<file path="config.mk">
export PLATFORM = sky130hd
export DESIGN_NAME = prefix_operand_stage
export DESIGN_NICKNAME = d
export VERILOG_FILES = /design/src/rtl/prefix_operand_stage.sv
export SDC_FILE = /design/constraint.sdc
export NUM_CORES = 1
export LEC_CHECK = 0
export ABC_AREA = 0
export BUFFER_PORTS_ARGS = -buffer_cell sky130_fd_sc_hd__clkbuf_2
export CAP_MARGIN = 10
export CORE_ASPECT_RATIO = 1.5
export CORE_MARGIN = 10
export CORE_UTILIZATION = 35
export CTS_CLUSTER_DIAMETER = 50
export CTS_CLUSTER_SIZE = 16
export DETAILED_ROUTE_END_ITERATION = 16
export MAX_ROUTING_LAYER = met4
export PLACE_DENSITY_LB_ADDON = 0.05
export SLEW_MARGIN = 20
export SYNTH_ARGS = -nofsm -noshare
export SYNTH_HDL_FRONTEND = slang
export SYNTH_SLANG_ARGS = --single-unit
</file>
<file path="constraint.sdc">
create_clock -name clock_signal -period 2.15 [get_ports clock_signal]
set_input_delay 0.3225 -clock clock_signal [delete_from_list [all_inputs] [get_ports clock_signal]]
set_output_delay 0.3225 -clock clock_signal [all_outputs]
set_load 0.02 [all_outputs]
</file>
<file path="src/rtl/prefix_operand_stage.sv">
// Operand pre-processing stage ahead of the parallel-prefix carry network: subtract inversion,
// p/g/g' generation, 2-entry skid buffer. Optional parity output via PREFIX_OPERAND_STAGE_PARITY_EN.
module prefix_operand_stage #(
    parameter int WIDTH       = 8,
    parameter int COUNT_WIDTH = 16
) (
    input  logic                   clock_signal,
    input  logic                   reset_signal,
    input  logic [WIDTH-1:0]       operand_a,
    input  logic [WIDTH-1:0]       operand_b,
    input  logic                   subtract_signal,
    input  logic                   input_valid,
    output logic                   input_ready,
    output logic [WIDTH-1:0]       pi_out,
    output logic [WIDTH-1:0]       gi_out,
    output logic [WIDTH-1:0]       gi_prim_out,
    output logic                   carry_in_out,
    output logic                   output_valid,
    input  logic                   output_ready,
    output logic [COUNT_WIDTH-1:0] transaction_count
`ifdef PREFIX_OPERAND_STAGE_PARITY_EN
    ,
    output logic                   p_parity_out
`endif
);

    typedef struct packed {
        logic [WIDTH-1:0] p;
        logic [WIDTH-1:0] g;
        logic [WIDTH-1:0] gp;
        logic             c;
`ifdef PREFIX_OPERAND_STAGE_PARITY_EN
        logic             par;
`endif
    } payload_t;

    logic [WIDTH-1:0]       b_mod;
    logic [WIDTH-1:0]       p_vec;
    logic [WIDTH-1:0]       g_vec;
    payload_t               in_pl;
    payload_t               out_pl;
    payload_t               skid_pl;
    logic                   out_valid;
    logic                   skid_valid;
    logic                   accept;
    logic                   transfer;
    logic [COUNT_WIDTH-1:0] count;

    assign b_mod = operand_b ^ {WIDTH{subtract_signal}};
    assign p_vec = operand_a ^ b_mod;
    assign g_vec = operand_a & b_mod;

    always_comb begin
        in_pl     = '0;
        in_pl.p   = p_vec;
        in_pl.g   = g_vec;
        in_pl.gp  = {g_vec[WIDTH-1:1], g_vec[0] | p_vec[0]};
        in_pl.c   = subtract_signal;
`ifdef PREFIX_OPERAND_STAGE_PARITY_EN
        in_pl.par = ^p_vec;
`endif
    end

    // Ready comes from the skid flag only, so output_ready never reaches input_ready.
    assign input_ready  = !skid_valid && !reset_signal;
    assign output_valid = out_valid && !reset_signal;
    assign accept       = input_valid && input_ready;
    assign transfer     = output_valid && output_ready;

    always_ff @(posedge clock_signal) begin
        if (reset_signal) begin
            out_valid  <= 1'b0;
            skid_valid <= 1'b0;
            out_pl     <= '0;
            skid_pl    <= '0;
            count      <= '0;
        end else begin
            if (accept) begin
                count <= count + COUNT_WIDTH'(1);
            end
            case ({out_valid, skid_valid})
                2'b00: begin
                    if (accept) begin
                        out_pl    <= in_pl;
                        out_valid <= 1'b1;
                    end
                end
                2'b10: begin
                    if (accept && transfer) begin
                        out_pl <= in_pl;
                    end else if (transfer) begin
                        out_valid <= 1'b0;
                    end else if (accept) begin
                        skid_pl    <= in_pl;
                        skid_valid <= 1'b1;
                    end
                end
                2'b11: begin
                    if (transfer) begin
                        out_pl     <= skid_pl;
                        skid_valid <= 1'b0;
                    end
                end
                default: begin
                    skid_valid <= 1'b0;
                end
            endcase
        end
    end

    assign pi_out            = out_pl.p;
    assign gi_out            = out_pl.g;
    assign gi_prim_out       = out_pl.gp;
    assign carry_in_out      = out_pl.c;
    assign transaction_count = count;
`ifdef PREFIX_OPERAND_STAGE_PARITY_EN
    assign p_parity_out      = out_pl.par;
`endif

endmodule

</file>
-- Word-level counts from Yosys, hierarchy flattened
Cells that the tools add are included.
- register bits after elaboration: 68
- latch bits: 0
- RAM bits: 0
- memory bits (read-only): 0
- input port bits: 21
- output and inout port bits: 43
- logic and storage cells: 53
- memories: 0
- $add $sub $neg: 1
- multiply operators: 0
- divide/modulo/power cells: 0
- $lt $le $gt $ge: 0
- eq/ne operators: 9
- shift-type cells: 0
- muxes and demuxes: 11
- bitwise logic cells: 7
- reduce and logical (&&, ||, !) cells: 14
- operator list (cell ; number):
    $mux 25 ; 3
    $pmux 25 s3 ; 1
    $add 16x1->16 const B ; 1
    $xor 8x8->8 ; 2
    $ne 2x2->1 const B ; 7
    $reduce_and 4->1 ; 3
    $and 8x8->8 ; 1
    $logic_and 1x1->1 ; 5
    $mux 1 ; 5
    $reduce_and 5->1 ; 1
    $eq 2x2->1 const B ; 2
    $not 1->1 ; 3
    $pmux 1 s3 ; 1
    $reduce_bool 3->1 ; 1
    $logic_not 1->1 ; 2
    $logic_not 2->1 ; 1
    $pmux 1 s2 ; 1
    $reduce_bool 2->1 ; 1
    $or 1x1->1 ; 1

-- Longest topological paths before layout
Gate-level depths: netlist (run 1).
- depth after elaboration: 7
- mapped depth: 9
- gate-level depth less buffers: 6

-- Least setup slack after synthesis (run 1)
No wires, ideal clock.
- path type: register to register
- from: register skid_valid
- to: register out_pl (netlist bit gi_out[0])
- data arrival time: 1728 ps
- path slack: 282 ps
- cell stages (with the launch flop): 10
- buffers on the path: 3
- period minus slack after synthesis: 1868 ps
- cells stage by stage: dfxtp_1 > inv_1 > ha_1 > nor4b_1 > a211o_1 > buf_4 > and2_1 > buf_6 > buf_6 > a211oi_2
- cells in the longest elaborated chain, start to end: 6
- elaborated cells between the ends (all ways): 13
- classes of those cells: eq/ne (5); mux (1); reduce/logical (7)
- ends and longest elaborated chain (item ; line ; text):
    from (decl) ; 44 ; logic skid_valid;
    from (signal assigned) ; 73 ; skid_valid <= 1'b0;
    from (signal assigned) ; 95 ; skid_valid <= 1'b1;
    from (signal assigned) ; 101 ; skid_valid <= 1'b0;
    $logic_not 1->1 ; 65 ; assign input_ready = !skid_valid && !reset_signal;
    $logic_and 1x1->1 ; 65 ;
    $logic_and 1x1->1 ; 67 ; assign accept = input_valid && input_ready;
    $logic_and 1x1->1 ; 89 ; if (accept && transfer) begin
    $ne 2x2->1 (no source line) ; n/a ;
    $reduce_and 4->1 (no source line) ; n/a ;
    to (signal assigned) ; 84 ; out_pl <= in_pl;
    to (signal assigned) ; 90 ; out_pl <= in_pl;
    to (signal assigned) ; 100 ; out_pl <= skid_pl;
    to (decl) ; 41 ; payload_t out_pl;
Parallel ways exist; a longest one is shown, timed or not.
A chain may end at the register's enable or synchronous reset.

-- Final worst setup path (run 1)
- from: register skid_valid
- to: register out_pl (netlist bit gi_out[1])
The elaborated chain is that of the path after synthesis.

==> results of run 1 <==
logic make-up (layout without fill, tap and decap cells):
logic type	Yosys count	count (layout)	share of synthesized area, %
simple gates	90	90	16.7
flops	54	54	40.9
mux	17	17	6.43
compound gates	73	73	18.0
buf+inv	31	89	6.24
xor+xnor	17	17	5.63
fa+ha+maj	13	13	6.15
critical path, stage by stage (launching register included):
cell and delay, ns:
dfxtp_1 0.34, inv_1 0.08, ha_1 0.25, nor4b_1 0.31
a211o_1 0.16, buf_4 0.24, a21oi_1 0.10, a211oi_1 0.21
flip-flops by register name, indices dropped and copies added (netlist names):
signal and flops:
carry_in_out 1, gi_out 8, gi_prim_out 1, out_valid 1, pi_out 8, skid_pl 18
skid_valid 1, transaction_count 16
how the worst max path moves through the flow:
stage,startpoint,end,cells after the start
6_report,skid_valid$_SDFFE_PP0P_,gi_out[1]$_SDFFE_PP0P_,7
5_1_grt,out_valid$_SDFFE_PP0P_,gi_out[5]$_SDFFE_PP0P_,7
4_1_cts,skid_valid$_SDFFE_PP0P_,gi_out[6]$_SDFFE_PP0P_,7
3_5_place_dp,out_valid$_SDFFE_PP0P_,gi_out[1]$_SDFFE_PP0P_,6
3_3_place_gp,out_valid$_SDFFE_PP0P_,pi_out[1]$_SDFFE_PP0P_,6
2_1_floorplan,skid_valid$_SDFFE_PP0P_,gi_out[0]$_SDFFE_PP0P_,9
where the power goes:
part	internal (mW)	switching, mW
logic	0.203	0.346
clock network	0.349	0.334
registers	1.07	0.0483
total	1.62	0.728
metrics by stage:
stage / area, sq um / utilization, % / cells
after floorplan: 2650 / - / 295
after global placement: 3040 / 41.5 / 445
after detailed placement: 3040 / 41.5 / 445
after CTS: 3140 / 42.9 / 453
after global routing: 3140 / 42.9 / 453
final: 3140 / 42.9 / 453
Yosys cell counts, types with 2 or more instances:
cell type and count:
or4_1 3, and2_1 2, a21oi_1 41, o31ai_1 3, a211oi_1 10, buf_6 2
dfxtp_1 54, nand4_1 4, and3_1 3, clkbuf_1 10, or3_1 3, a211oi_2 9
o21ai_0 6, mux2i_1 17, and4_1 3, nand3_1 7, nand2_1 43, nor2_1 14
ha_1 13, xnor2_1 2, buf_4 8, buf_1 3, inv_1 5, xor2_1 15
nand2b_1 3, buf_2 3
metal layers:
| metal | share of wire [%] | global-route usage (%) | up-vias |
|---|---|---|---|
| li1 | - | - | 1143 |
| met1 | 44 | 13.6 | 1032 |
| met2 | 51 | 20.8 | 52 |
| met3 | 4.8 | 3.01 | 4 |
| met4 | 0.70 | 3.33 | 0 |
| met5 | 0 | - | - |
final cells by class:
| class | count | area, sq um | share of cell area (%) |
|---|---|---|---|
| Multi-Input combinational cell | 210 | 1400 | 44.5 |
| Sequential cell | 54 | 1080 | 34.4 |
| Timing Repair Buffer | 76 | 413 | 13.1 |
| Tap cell | 100 | 125 | 3.98 |
| Clock buffer | 7 | 76.3 | 2.43 |
| Clock inverter | 1 | 30.0 | 0.955 |
| Inverter | 5 | 18.8 | 0.597 |
==> flow_summary.yaml, run 1 <==
run_status:
  status: "complete, no violations"
grt:
  overflow: 0
  grt_max_degree: 25
  grt_pass1_vias: 2182
  grt_pass1_wl_um: 11300
  grt_usage_pct: 12.1
  antenna_found_initial: 0
cells_and_area:
  diodes: 0
  syn_to_final_growth_pct: 18.8
  layout_common_cells: "63 x clkbuf_2, 54 x dfxtp_1, 43 x nand2_1"
  n_fill_cell: 791
  final_common_cell: "clkbuf_2"
  drive_gt1_share_pct: 26.3
  final_nets: 386
setup_path:
  worst-setup-path-type: "reg -> reg"
  cp.required_ns: 2.37
  crit_fanout: 18
  r2r_setup_slack_ns: 0.38
  arrival_ns: 2.00
  r2r_start: "skid_valid$_SDFFE_PP0P_"
  reg2regPathDepth: 7
  end_kind: "flip-flop"
  critPathLaunchType: "flip-flop"
  r2r_end: "gi_out[1]$_SDFFE_PP0P_"
synth:
  yosysWarningCount: 0
  syn_inst: 295
  synth_area_leaders: "dfxtp_1 41%, a21oi_1 7.8%, mux2i_1 6.4%"
  syn_area_per_cell_sq_um: 8.97
  ys_types: 35
  syn_area_sq_um: 2650
  yosysSeqAreaShare_pct: 40.9
  synth_edf_count: 0
  synth_largest_area_cell: "dfxtp_1"
  synth_nets: 329
  ys_ff_latch: 54
  synthArstFlopShare_pct: 0
  synth_top_area_share_pct: 40.9
  synth_ff_type: "dfxtp_1"
hold_path:
  min_to: "out_valid$_SDFFE_PP0P_"
  hold_path_depth: 2
  min_from: "reset_signal"
  hold_class: "in -> reg"
sta:
  report.final.slew_viol_count: 0
  finalSetupViolCount: 0
  holdWs_ns: 0.328
  finalWorstSetupSlack_ns: 0.375
  tightest_slew_ns: 0.352
  fmax_mhz: 563
  finalCritPeriodShare_pct: 82.5
  hold_viol: 0
  tns_ns: 0
  layout_min_cycle_time_ns: 1.77
  finClkSkew_ns: 0.00567
  rsz0062_at_grt: "false"
  slew_headroom_pct: 76.5
clocking:
  clkTransAtPathRegs_ns: 0.10
  clk_root_buffer_cell: "clkbuf_8"
  ctsLongestPathBuffers: 2
  ctsResizeCount: 0
  cts_setup_buffers: 0
  clock_latency_ns: 0.30
  cts_inserted_buffers: 5
  cts_tree: "yes"
  clock-sinks: 54
  hold_buffers: 0
  htreeDepth: 2
pwr:
  pwr_density_cell_nw_per_um2: 746
  report.power.total_mw: 2.35
  power.leakage_nw: 1.23
  irDropWorstVdd_v: 0.000350
drt:
  routed_via_density: 4.92
  drc_errors: 0
  drt_wl_total_um: 6890
  ant_nets: 0
  routedWlPerCell_um: 15.2
  dr.pass1.iters: 4
  routed-via-count: 2231
  drt-initial-drc-count: 95
place:
  gp_congestion: 0.724
  hpwl_um: 5040
  place_ws_ns: 0.387
  io_buffer_count: 63
die:
  dieArea_sq_um: 11500
  io-pin-count: 64
  die_h_um: 126
  rows: 38
  start_util_pct: 36.1
  core_sq_um: 7320
  dieWidth_um: 91.0
flow_run:
  max_cap_violations: 0
No activity file was read; power rests on OpenSTA's default activity.
==> inputs of run 2 (changes only) <==
==> constraint.sdc (replaced) <==
create_clock -name clock_signal -period 1.65 [get_ports clock_signal]
set_input_delay 0.2475 -clock clock_signal [delete_from_list [all_inputs] [get_ports clock_signal]]
set_output_delay 0.2475 -clock clock_signal [all_outputs]
set_load 0.02 [all_outputs]
==> run 2 against run 1 <==
Non-clock buffer count rose by 12. Sequential share of layout area down 2.0 points. Sequential cell count stayed put. Critical path type unchanged. Largest power group unchanged. Utilization increased by 3.0 points. Count of clock-buffer cells in the layout did not move. Critical path depth stayed put. Sequential power up 31%. Register-to-register slack worse by 0.29 ns. Routed wire length grew 2.9%.
==> flow_summary.yaml, run 2 (synthesized netlist as in run 1, its figures left out) <==
run_status:
  status: "complete, no violations"
setup_path:
  cp.required_ns: 1.88
  arrival_ns: 1.80
  critPathLaunchType: "flip-flop"
  end_kind: "flip-flop"
  worst-setup-path-type: "reg -> reg"
  reg2regPathDepth: 7
  crit_fanout: 8
flow_run:
  max_cap_violations: 0
sta:
  slew_headroom_pct: 75.3
  layout_min_cycle_time_ns: 1.57
  rsz0062_at_grt: "true"
  finalCritPeriodShare_pct: 94.9
  finClkSkew_ns: 0.00648
  tns_ns: 0
  report.final.slew_viol_count: 0
  tightest_slew_ns: 0.371
  fmax_mhz: 639
  hold_viol: 0
  finalWorstSetupSlack_ns: 0.0841
  finalSetupViolCount: 0
cells_and_area:
  syn_to_final_growth_pct: 27.1
  final_common_cell: "clkbuf_2"
  final_nets: 399
  largest_register_ffs: 18
  drive_gt1_share_pct: 32.9
  diodes: 0
  layout_common_cells: "63 x clkbuf_2, 51 x dfxtp_1, 43 x nand2_1"
  top_register: "skid_pl"
grt:
  grt_max_degree: 33
  grt.met2_usage_pct: 21.5
  met1_usage_pct: 13.4
  grt_pass1_wl_um: 11500
  grt_pass1_vias: 2247
  antenna_found_initial: 0
  grt_usage_pct: 12.3
  grt.met3_usage_pct: 3.54
  globalRoute.busiestLayer: "met2"
  overflow: 0
die:
  io-pin-count: 64
  dieArea_sq_um: 11500
  start_util_pct: 36.1
  die_h_um: 126
  rows: 38
  core_sq_um: 7320
  dieWidth_um: 91.0
clocking:
  ctsLongestPathBuffers: 2
  htreeDepth: 2
  cts_inserted_buffers: 5
  cts_tree: "yes"
  clock-sinks: 54
  clock_latency_ns: 0.30
  hold_buffers: 0
  clkTransAtPathRegs_ns: 0.10
  clk_root_buffer_cell: "clkbuf_8"
place:
  io_buffer_count: 63
  hpwl_um: 5230
  place_ws_ns: 0.0567
  gp_congestion: 0.750
drt:
  dr.pass1.iters: 4
  drc_errors: 0
  drt_wl_total_um: 7090
  routedWlPerCell_um: 15.2
  drt-initial-drc-count: 67
  routed-via-count: 2271
  routed_via_density: 4.88
  ant_nets: 0
pwr:
  irDropWorstVdd_v: 0.000447
  power.leakage_nw: 1.33
  report.power.total_mw: 3.10
  pwr_density_cell_nw_per_um2: 921
hold_path:
  hold_class: "in -> reg"
  hold_path_depth: 3
-- run 2: timing repair --
| item | in CTS | in global routing |
|---|---|---|
| gates resized for setup | 0 | 11 |
| setup buffers | 0 | 1 |
| endpoints found under the setup margin | 0 | 19 |
-- run 2: cell type report --
class | count | area, sq um
sequential | 54 | 1090
fill | 757 | 3960
clock buffer | 7 | 108
multi-input combinational | 211 | 1480
timing repair buffer | 88 | 543
tap | 100 | 125
inverter | 5 | 21.3
-- run 2: metrics by stage --
| stage | cell area (sq um) | instances | hold WS [ns] | utilization, % |
|---|---|---|---|---|
| 4_1_cts | 3300 | 462 | 0.333 | 45.1 |
| 2_1_floorplan | 2710 | 295 | 0.422 | - |
| 5_1_grt | 3360 | 465 | 0.359 | 46.0 |
| 3_5_place_dp | 3190 | 455 | 0.449 | 43.6 |
| 6_report | 3360 | 465 | 0.340 | 46.0 |
| 3_3_place_gp | 3190 | 455 | 0.441 | 43.6 |
-- run 2: final timing paths --
path	start	end	slack (ns)
worst max-delay path	skid_valid$_SDFFE_PP0P_	gi_out[7]$_SDFFE_PP0P_	0.08
worst min register to register	skid_pl[22]$_SDFFE_PP0P_	skid_pl[22]$_SDFFE_PP0P_	0.46
worst max register to register	skid_valid$_SDFFE_PP0P_	gi_out[7]$_SDFFE_PP0P_	0.08
worst min-delay path	reset_signal	skid_valid$_SDFFE_PP0P_	0.34
-- run 2: critical path: stages (launching register included) --
cell	delay, ns
dfxtp_4	0.40
inv_4	0.06
ha_4	0.17
nor4b_4	0.28
a211o_4	0.19
buf_6	0.14
a21oi_1	0.08
a211oi_2	0.18
-- run 2: power breakdown --
| part | total [mW] | internal [mW] | switching, mW |
|---|---|---|---|
| Combinational | 0.785 | 0.317 | 0.468 |
| Sequential | 1.45 | 1.39 | 0.0636 |
| Clock | 0.861 | 0.426 | 0.435 |
-- run 2: routing by layer --
layer  vias to the layer above  share of wire, %
met4                         0               1.1
met2                        49                52
met5                         -                 0
li1                       1167                 -
met1                      1049                42
met3                         6               5.3
==> inputs of run 3 (changes only) <==
--- a/config.mk
+++ b/config.mk
@@ -5,17 +5,17 @@
 export SDC_FILE = /design/constraint.sdc
 export NUM_CORES = 1
 export LEC_CHECK = 0
-export ABC_AREA = 0
 export BUFFER_PORTS_ARGS = -buffer_cell sky130_fd_sc_hd__clkbuf_2
 export CAP_MARGIN = 10
 export CORE_ASPECT_RATIO = 1.5
 export CORE_MARGIN = 10
-export CORE_UTILIZATION = 35
+export CORE_UTILIZATION = 50
 export CTS_CLUSTER_DIAMETER = 50
 export CTS_CLUSTER_SIZE = 16
 export DETAILED_ROUTE_END_ITERATION = 16
 export MAX_ROUTING_LAYER = met4
 export PLACE_DENSITY_LB_ADDON = 0.05
+export SETUP_SLACK_MARGIN = 0.02
 export SLEW_MARGIN = 20
 export SYNTH_ARGS = -nofsm -noshare
 export SYNTH_HDL_FRONTEND = slang
==> run 3 against run 2 <==
Register-to-register slack worse by 0.03 ns. Clock skew is 0.0024 ns higher. Sequential share of layout area is 0.28 points lower. Cell count is 5.4% lower. Fmax is 1.8% lower. Routed wire length is 5.2% lower. Worst hold slack hardly changed.
==> flow_summary.yaml, run 3 (synthesized netlist as in run 1, its figures left out) <==
sta:
  layout_min_cycle_time_ns: 1.59
  tns_ns: 0
  tightest_slew_ns: 0.345
  hold_viol: 0
  finalSetupViolCount: 0
  slew_headroom_pct: 77.0
  fmax_mhz: 627
  finalCritPeriodShare_pct: 96.7
  holdWs_ns: 0.340
  finClkSkew_ns: 0.00886
  report.final.slew_viol_count: 0
  rsz0062_at_grt: "true"
grt:
  met1_usage_pct: 15.8
  overflow: 0
  grt.met3_usage_pct: 4.94
  antenna_found_initial: 0
  grt.met2_usage_pct: 26.7
  grt_max_degree: 29
  grt_pass1_vias: 2240
  globalRoute.busiestLayer: "met2"
  grt_usage_pct: 15.3
  grt_pass1_wl_um: 10500
hold_path:
  hold_class: "in -> reg"
  hold_path_depth: 4
  min_to: "skid_pl[24]$_SDFFE_PP0P_"
  min_from: "operand_a[7]"
clocking:
  clkTransAtPathRegs_ns: 0.10
  cts_inserted_buffers: 5
  hold_buffers: 0
  htreeDepth: 2
  clock_latency_ns: 0.31
  cts_tree: "yes"
  clk_root_buffer_cell: "clkbuf_8"
  clock-sinks: 54
  ctsLongestPathBuffers: 2
die:
  io-pin-count: 64
  rows: 32
  dieArea_sq_um: 8660
  core_sq_um: 5120
  dieWidth_um: 79.4
  start_util_pct: 51.6
  die_h_um: 109
setup_path:
  r2r_setup_slack_ns: 0.06
  critPathSlowestCell: "dfxtp_4"
  max_stage_delay_ns: 0.42
  critPathLaunchType: "flip-flop"
  worstPathCellList: "inv_4 -> ha_4 -> nor2b_4 -> a21oi_4 -> buf_6 -> buf_6 -> and2_4 -> a211oi_2"
  cp_common_cell: "buf_6"
  worst-setup-path-type: "reg -> reg"
  cpLargestDelayFamily: "flip-flops"
  r2r_end: "gi_out[3]$_SDFFE_PP0P_"
  r2r_start: "out_valid$_SDFFE_PP0P_"
  reg2regPathDepth: 8
  crit_fanout: 8
  end_kind: "flip-flop"
  arrival_ns: 1.79
  worst-path-buf-inv: 3
  cp.required_ns: 1.84
cells_and_area:
  layout_common_cells: "63 x clkbuf_2, 52 x dfxtp_1, 41 x nand2_1"
  fin_area_sq_um: 3390
  final-instance-count-excl-fill: 440
  syn_to_final_growth_pct: 28.1
  final_common_cell: "clkbuf_2"
  final_nets: 406
  drive_gt1_share_pct: 35.5
  largest_register_ffs: 18
  diodes: 0
  top_register: "skid_pl"
run_status:
  status: "complete, no violations"
drt:
  drt-initial-drc-count: 176
  drc_errors: 0
  dr.pass1.iters: 4
  drt_wl_total_um: 6720
  routed-via-count: 2329
  routed_via_density: 5.29
  routedWlPerCell_um: 15.3
  ant_nets: 0
place:
  placed_area_sq_um: 3150
  io_buffer_count: 63
  dp_cells: 422
  gp_congestion: 0.751
  hpwl_um: 4740
pwr:
  power.leakage_nw: 1.36
  irDropWorstVdd_v: 0.000484
  pwr_density_cell_nw_per_um2: 889
flow_run:
  max_cap_violations: 0
[run 3: metal layers]
| layer | part of all wire, % | up-vias |
|---|---|---|
| met5 | 0 | - |
| met4 | 1.8 | 0 |
| met3 | 5.5 | 9 |
| met2 | 52 | 58 |
| met1 | 41 | 1073 |
| li1 | - | 1189 |
[run 3: cell type report]
cell class	instances	area [sq um]
repair buffers	94	596
fillers	447	1740
multi-input cells	212	1510
clock inverters	2	13.8
well taps	68	85.1
clock buffers	5	68.8
inverters	5	23.8
flip-flops and latches	54	1090
[run 3: worst max-delay path by stage]
stage	from	end	slack (ns)	depth (start not counted)
2_1_floorplan	skid_valid$_SDFFE_PP0P_	gi_out[0]$_SDFFE_PP0P_	0.001	9
3_3_place_gp	skid_valid$_SDFFE_PP0P_	gi_out[6]$_SDFFE_PP0P_	0.07	6
3_5_place_dp	skid_valid$_SDFFE_PP0P_	gi_out[5]$_SDFFE_PP0P_	0.04	7
4_1_cts	skid_valid$_SDFFE_PP0P_	gi_out[5]$_SDFFE_PP0P_	0.01	7
5_1_grt	out_valid$_SDFFE_PP0P_	pi_out[7]$_SDFFE_PP0P_	-0.03	8
6_report	out_valid$_SDFFE_PP0P_	gi_out[3]$_SDFFE_PP0P_	0.06	8
[run 3: worst register-to-register path: stages (launching register included)]
cell	delay [ns]
dfxtp_4	0.42
inv_4	0.05
ha_4	0.23
nor2b_4	0.12
a21oi_4	0.19
buf_6	0.14
buf_6	0.08
and2_4	0.18
a211oi_2	0.07
[run 3: timing repair]
action                     CTS  global route
pin swaps                    0             8
gates cloned                 0             4
setup endpoints to repair    1            41
gates resized for setup      0            22
setup buffers                0             7
[run 3: metrics by stage]
| stage | util (%) | setup slack [ns] | total power, mW |
|---|---|---|---|
| after floorplan | - | 0.00148 | 2.03 |
| after global placement | 61.4 | 0.0655 | 2.22 |
| after detailed placement | 61.4 | 0.0408 | 2.22 |
| after CTS | 63.0 | 0.0121 | 2.94 |
| after global routing | 66.1 | -0.0255 | 3.18 |
| final | 66.1 | 0.0553 | 3.01 |
[run 3: power by group]
part           internal [mW]  switching (mW)
Sequential              1.39          0.0607
Clock                  0.294           0.427
Combinational          0.355           0.487
